[config.mk]
export PLATFORM = sky130hd
export DESIGN_NAME = reg_write_queue_flat
export DESIGN_NICKNAME = d
export VERILOG_FILES = /design/src/rtl/reg_write_queue_if.sv /design/src/rtl/reg_write_queue.sv /design/src/flat_wrapper.sv
export SDC_FILE = /design/constraint.sdc
export NUM_CORES = 1
export LEC_CHECK = 0
export BUFFER_PORTS_ARGS = -buffer_cell sky130_fd_sc_hd__buf_2
export CORE_MARGIN = 5
export CORE_UTILIZATION = 65
export CTS_BUF_LIST = sky130_fd_sc_hd__clkbuf_8
export CTS_CLUSTER_SIZE = 28
export DETAILED_ROUTE_END_ITERATION = 7
export PLACE_DENSITY = 0.88
export SLEW_MARGIN = 20
export SYNTH_ARGS = -nofsm -noshare
export SYNTH_HDL_FRONTEND = slang
export SYNTH_SLANG_ARGS = --single-unit
[constraint.sdc]
create_clock -name clk -period 4.35 [get_ports clk]
set_input_delay 0 -clock clk [delete_from_list [all_inputs] [get_ports clk]]
set_output_delay 0 -clock clk [all_outputs]
set_load 0.02 [all_outputs]
[src/rtl/reg_write_queue_if.sv]
// reg_write_queue_if: groups the writeback request channel, the register file
// write port, the read-port addresses and the bypass results.
//   in_valid/in_ready/in_addr/in_data : writeback request handshake
//   wr_hold                           : register file back-pressure
//   wr_en/addr3/data3                 : register file write port
//   addr1/addr2                       : register file read addresses
//   byp_hit1/2, byp_data1/2           : pending-write bypass for the read ports
// The master modport is the producer/register-file side. The slave modport is the queue.
interface reg_write_queue_if #(
    parameter int AW = 5,
    parameter int DW = 32
);
    logic          in_valid;
    logic          in_ready;
    logic [AW-1:0] in_addr;
    logic [DW-1:0] in_data;
    logic          wr_hold;
    logic          wr_en;
    logic [AW-1:0] addr3;
    logic [DW-1:0] data3;
    logic [AW-1:0] addr1;
    logic [AW-1:0] addr2;
    logic          byp_hit1;
    logic          byp_hit2;
    logic [DW-1:0] byp_data1;
    logic [DW-1:0] byp_data2;

    modport master (
        output in_valid, in_addr, in_data, wr_hold, addr1, addr2,
        input  in_ready, wr_en, addr3, data3,
               byp_hit1, byp_hit2, byp_data1, byp_data2
    );

    modport slave (
        input  in_valid, in_addr, in_data, wr_hold, addr1, addr2,
        output in_ready, wr_en, addr3, data3,
               byp_hit1, byp_hit2, byp_data1, byp_data2
    );
endinterface

[src/rtl/reg_write_queue.sv]
// reg_write_queue: in-order buffer of register writebacks in front of the
// 32x32 register file. It drains one entry per cycle onto addr3/data3 and
// supplies youngest-entry bypass data for read ports 1 and 2. Writes to
// register 0 complete the handshake but are dropped.
//   clk, reset : clock and synchronous active-high reset
//   bus        : reg_write_queue_if.slave (request, write port, bypass)
//   count      : current occupancy (0..DEPTH)
module reg_write_queue #(
    parameter int DEPTH = 4,
    parameter int AW    = 5,
    parameter int DW    = 32
) (
    input  logic                     clk,
    input  logic                     reset,
    reg_write_queue_if.slave         bus,
    output logic [$clog2(DEPTH):0]   count
);
    localparam int PW = $clog2(DEPTH);
    localparam int CW = PW + 1;

    typedef struct packed {
        logic [AW-1:0] addr;
        logic [DW-1:0] data;
    } ent_t;

    ent_t [DEPTH-1:0] mem_q, mem_d;
    logic [PW-1:0]    wr_ptr_q, wr_ptr_d;
    logic [PW-1:0]    rd_ptr_q, rd_ptr_d;
    logic [CW-1:0]    count_q, count_d;

    logic push, pop, not_empty;
    ent_t head;

    assign not_empty    = !reset && (count_q != '0);
    assign head         = mem_q[rd_ptr_q];
    assign bus.in_ready = !reset && (count_q < CW'(DEPTH));
    assign bus.wr_en    = not_empty && !bus.wr_hold;
    // The head stays visible while held, so the register file sees a stable request.
    assign bus.addr3    = not_empty ? head.addr : '0;
    assign bus.data3    = not_empty ? head.data : '0;
    // count_q can still be nonzero during the reset cycle itself, so it is masked here.
    assign count        = reset ? '0 : count_q;

    assign push = bus.in_valid && bus.in_ready && (bus.in_addr != '0);
    assign pop  = bus.wr_en;

    // Walk the queue from oldest to youngest. The last match wins, which gives the
    // youngest pending value. An entry is valid when its distance from the head
    // is below the occupancy.
    function automatic logic [DW:0] lookup(input logic [AW-1:0] a);
        logic [DW:0]   r;
        logic [PW-1:0] idx;
        r = '0;
        for (int j = 0; j < DEPTH; j++) begin
            idx = rd_ptr_q + PW'(j);
            if (!reset && (a != '0) && (CW'(j) < count_q) && (mem_q[idx].addr == a))
                r = {1'b1, mem_q[idx].data};
        end
        return r;
    endfunction

    always_comb begin
        logic [DW:0] r1, r2;
        r1 = lookup(bus.addr1);
        r2 = lookup(bus.addr2);
        bus.byp_hit1  = r1[DW];
        bus.byp_data1 = r1[DW-1:0];
        bus.byp_hit2  = r2[DW];
        bus.byp_data2 = r2[DW-1:0];
    end

    always_comb begin
        mem_d    = mem_q;
        wr_ptr_d = wr_ptr_q;
        rd_ptr_d = rd_ptr_q;
        count_d  = count_q;
        if (push) begin
            mem_d[wr_ptr_q] = '{addr: bus.in_addr, data: bus.in_data};
            wr_ptr_d        = wr_ptr_q + PW'(1);
        end
        if (pop)
            rd_ptr_d = rd_ptr_q + PW'(1);
        unique case ({push, pop})
            2'b10:   count_d = count_q + CW'(1);
            2'b01:   count_d = count_q - CW'(1);
            default: count_d = count_q;
        endcase
    end

    // Entry payloads need no reset. Validity comes only from count and rd_ptr,
    // so clearing count invalidates every entry.
    always_ff @(posedge clk) begin
        mem_q <= mem_d;
        if (reset) begin
            wr_ptr_q <= '0;
            rd_ptr_q <= '0;
            count_q  <= '0;
        end else begin
            wr_ptr_q <= wr_ptr_d;
            rd_ptr_q <= rd_ptr_d;
            count_q  <= count_d;
        end
    end
endmodule

[src/flat_wrapper.sv]
// flat-port wrapper written by rule: the top's interface ports become plain ports
module reg_write_queue_flat 
#(
    parameter int DEPTH = 4,
    parameter int AW    = 5,
    parameter int DW    = 32
)
  (clk, reset, count, bus_in_valid, bus_in_addr, bus_in_data, bus_wr_hold, bus_addr1, bus_addr2, bus_in_ready, bus_wr_en, bus_addr3, bus_data3, bus_byp_hit1, bus_byp_hit2, bus_byp_data1, bus_byp_data2);
  reg_write_queue_if #(.AW(AW), .DW(DW)) bus_i ();
  input  logic clk;
  input  logic reset;
  output logic [$clog2(DEPTH):0] count;
  input wire logic [$bits(bus_i.in_valid)-1:0] bus_in_valid;
  input wire logic [$bits(bus_i.in_addr)-1:0] bus_in_addr;
  input wire logic [$bits(bus_i.in_data)-1:0] bus_in_data;
  input wire logic [$bits(bus_i.wr_hold)-1:0] bus_wr_hold;
  input wire logic [$bits(bus_i.addr1)-1:0] bus_addr1;
  input wire logic [$bits(bus_i.addr2)-1:0] bus_addr2;
  output wire logic [$bits(bus_i.in_ready)-1:0] bus_in_ready;
  output wire logic [$bits(bus_i.wr_en)-1:0] bus_wr_en;
  output wire logic [$bits(bus_i.addr3)-1:0] bus_addr3;
  output wire logic [$bits(bus_i.data3)-1:0] bus_data3;
  output wire logic [$bits(bus_i.byp_hit1)-1:0] bus_byp_hit1;
  output wire logic [$bits(bus_i.byp_hit2)-1:0] bus_byp_hit2;
  output wire logic [$bits(bus_i.byp_data1)-1:0] bus_byp_data1;
  output wire logic [$bits(bus_i.byp_data2)-1:0] bus_byp_data2;
  assign bus_i.in_valid = bus_in_valid;
  assign bus_i.in_addr = bus_in_addr;
  assign bus_i.in_data = bus_in_data;
  assign bus_i.wr_hold = bus_wr_hold;
  assign bus_i.addr1 = bus_addr1;
  assign bus_i.addr2 = bus_addr2;
  assign bus_in_ready = bus_i.in_ready;
  assign bus_wr_en = bus_i.wr_en;
  assign bus_addr3 = bus_i.addr3;
  assign bus_data3 = bus_i.data3;
  assign bus_byp_hit1 = bus_i.byp_hit1;
  assign bus_byp_hit2 = bus_i.byp_hit2;
  assign bus_byp_data1 = bus_i.byp_data1;
  assign bus_byp_data2 = bus_i.byp_data2;
  reg_write_queue #(.DEPTH(DEPTH), .AW(AW), .DW(DW)) u_core (.clk(clk), .reset(reset), .bus(bus_i), .count(count));
endmodule
==> impl_metrics.ini <==
[clock_tree]
tritoncts = yes
postCtsSetupRepairBufs = 0
clock-sinks = 155
clockBufferDepth = 2
cts.reportedPaths.clkPinSlew_ps = 90
cts_buffers = 17
clk_latency_ps = 470
cts_root_buf = clkbuf_8
htree_levels = 4

[sta]
fin_skew_ps = 11.29
fmax_ghz = 0.2500
hold_viol = 0
finalSetupViolCount = 0
slew_violations = 0
timing.slew.headroom = 0.2458
period_needed_ps = 4000
finalCritPeriodShare = 0.9195
rsz0062_at_grt = no
tns_ps = 0
worstMarginPinSlew_ps = 1131

[synth]
ys_seq_area_frac = 0.4209
avgSynthCellArea_sq_um = 11.67
synth_cell_types = 56
synthCells = 933
synth_edf_count = 148
async_flop_share = 0
yosys_warnings = 0
syn-cell-area_sq_mm = 0.01089
synth_ff_type = edfxtp_1
syn_nets = 993
synth_seq_cells = 155

[status]
outcome = finished, final reports clean

[die]
core_sq_mm = 0.01652
core.rowCount = 47
die_x_microns = 139.4
die_h_microns = 139.4
ioPinCount = 159
initial_core_util = 0.6591
dieArea_sq_mm = 0.01944

[final_layout]
final_area_sq_mm = 0.01250
num_antenna_cells = 0
layout-area-overhead-vs-synth_pct = 14.74
layout-drive-gt1-share = 0.2964
layout_common_cells = buf_2 (158), edfxtp_1 (148), mux2i_1 (123), nand2_1 (104), mux4_2 (63)
final_common_cell = buf_2
nNetsFinal = 1141

[worst_hold_path]
hold_start = bus_in_valid
min_path_cells = 5
hold_class = primary input to flip-flop
holdPathEnd = u_core.wr_ptr_q[0]

[place]
dpl_cell_area_sq_mm = 0.01173
dp_hpwl_microns = 19490
gp_congestion = 1.004
io_buffers = 158

[global_routing]
grt_pass1_vias = 8793
use_met2 = 0.4954
busiest_layer = met2
grt_first_pass_wirelength_microns = 47570
antenna_found_initial = 0
use_met3 = 0.05763
grt_max_degree = 114
met1_usage = 0.4119
gr-total-overflow = 0
grt_usage = 0.3062

[detailed_routing]
routedWlPerCell_microns = 22.57
initialDrtViolationCount = 1083
drc_errors = 0
routed_via_density = 6.791
routed_wl_microns = 29640
firstDrtPassIters = 6
vias = 8917
drtAntennaViolNets = 0

[critical_path]
r2r-end = u_core.mem_q[0]
path_max_fanout = 113
required_ps = 4350
r2r_start = u_core.count_q[2]
worstSetupEndpointType = output pin
path_class = flip-flop to output pin
start_kind = flip-flop
worst-r2r-cell-count = 4
r2r_setup_slack_ps = 1710
arrival_ps = 4000

[power_and_ir_drop]
leakagePower_nw = 4.365
ir_drop_v = 0.0002464
p_per_area_mw_per_mm2 = 286.8

[job]
max_cap_viol_count = 0
[through the flow]
step	utilization	hold WS, ps	power (mW)	std cells	setup slack, ps
after floorplan	-	82.33	2.337	933	1620
after global placement	0.7095	213.0	2.518	1242	938.8
after detailed placement	0.7095	215.7	2.541	1242	829.2
after CTS	0.7560	17.27	3.572	1313	334.1
after global routing	0.7563	103.4	3.720	1313	127.1
final	0.7563	110.6	3.584	1313	350.0
[flip-flops by register name, summed over array words and instances, names as in the netlist]
register         flops
u_core.mem_q       148
u_core.count_q       3
u_core.rd_ptr_q      2
u_core.wr_ptr_q      2
[worst max path at each step]
stage                   endpoint                from  slack [ps]
2_1_floorplan   bus_byp_data1[1]  u_core.rd_ptr_q[0]        1620
3_3_place_gp    bus_byp_data1[0]  u_core.rd_ptr_q[0]         940
3_5_place_dp    bus_byp_data1[0]  u_core.rd_ptr_q[0]         830
4_1_cts         bus_byp_data2[0]  u_core.rd_ptr_q[0]         330
5_1_grt        bus_byp_data1[18]  u_core.rd_ptr_q[1]         130
6_report       bus_byp_data1[18]  u_core.rd_ptr_q[1]         350
[cell usage after synthesis (all sizes together), types with 2 or more instances]
cell,number,share of area
o221ai,57,0.046
nand3b,3,0.0021
nand3,4,0.0018
and4,2,0.0016
mux2i,123,0.11
o21ai,42,0.019
xnor2,28,0.023
edfxtp,148,0.41
a211oi,2,0.0014
o211ai,6,0.0041
mux4,63,0.13
nor2,55,0.019
nand2,104,0.036
o31a,2,0.0016
nor4,5,0.0043
buf,39,0.021
nand2b,3,0.0017
or3,6,0.0039
nor3,11,0.0051
ha,9,0.010
xor2,14,0.011
a21oi,42,0.019
and2,7,0.0040
clkbuf,45,0.016
dfxtp,7,0.013
or4,2,0.0017
mux2,40,0.041
nor2b,32,0.018
inv,10,0.0034
o21bai,3,0.0031
a2bb2oi,3,0.0024
[worst max-delay path: stages, from the launching register on]
cell	delay (ps)
dfxtp_4	700
buf_12	500
mux4_2	410
xnor2_1	150
nand3_1	140
nor4_4	430
or2_4	220
o21bai_4	390
o221ai_1	310
buf_2	230
[routing by layer]
metal,part of all wire,wire (microns),vias up
li1,-,-,3890
met1,0.38,11330,4307
met2,0.48,14150,599
met3,0.10,2972,121
met4,0.040,1177,0
met5,0,0,-
[power breakdown]
| part | leakage [nW] | switching (mW) | internal, mW |
|---|---|---|---|
| logic | 2.77 | 0.483 | 0.352 |
| registers | 1.40 | 0.0439 | 1.68 |
| clock network | 0.190 | 0.531 | 0.497 |
[logic make-up (layout without fill, tap and decap cells)]
group / count (synthesis) / in the layout / synth area share
mux: 226 / 226 / 0.2847
buf+inv: 95 / 255 / 0.03998
flops: 155 / 155 / 0.4209
compound gates: 166 / 166 / 0.1065
xor+xnor: 42 / 42 / 0.03377
fa+ha+maj: 9 / 9 / 0.01034
simple gates: 240 / 240 / 0.1038
[repair_timing]
item | CTS | global route
gates resized for setup | 0 | 1
endpoints found under the setup margin | 0 | 1
hold buffers | 40 | 0
hold endpoints to repair | 155 | 0
[layout make-up]
type | count | area, sq um
Fill cell | 1039 | 4028
Sequential cell | 155 | 4592
Inverter | 11 | 41.29
Tap cell | 220 | 275.3
Timing Repair Buffer | 213 | 1320
Clock inverter | 14 | 132.6
Multi-Input combinational cell | 683 | 5902
Clock buffer | 17 | 234.0
No activity file was read; power rests on OpenSTA's default activity.
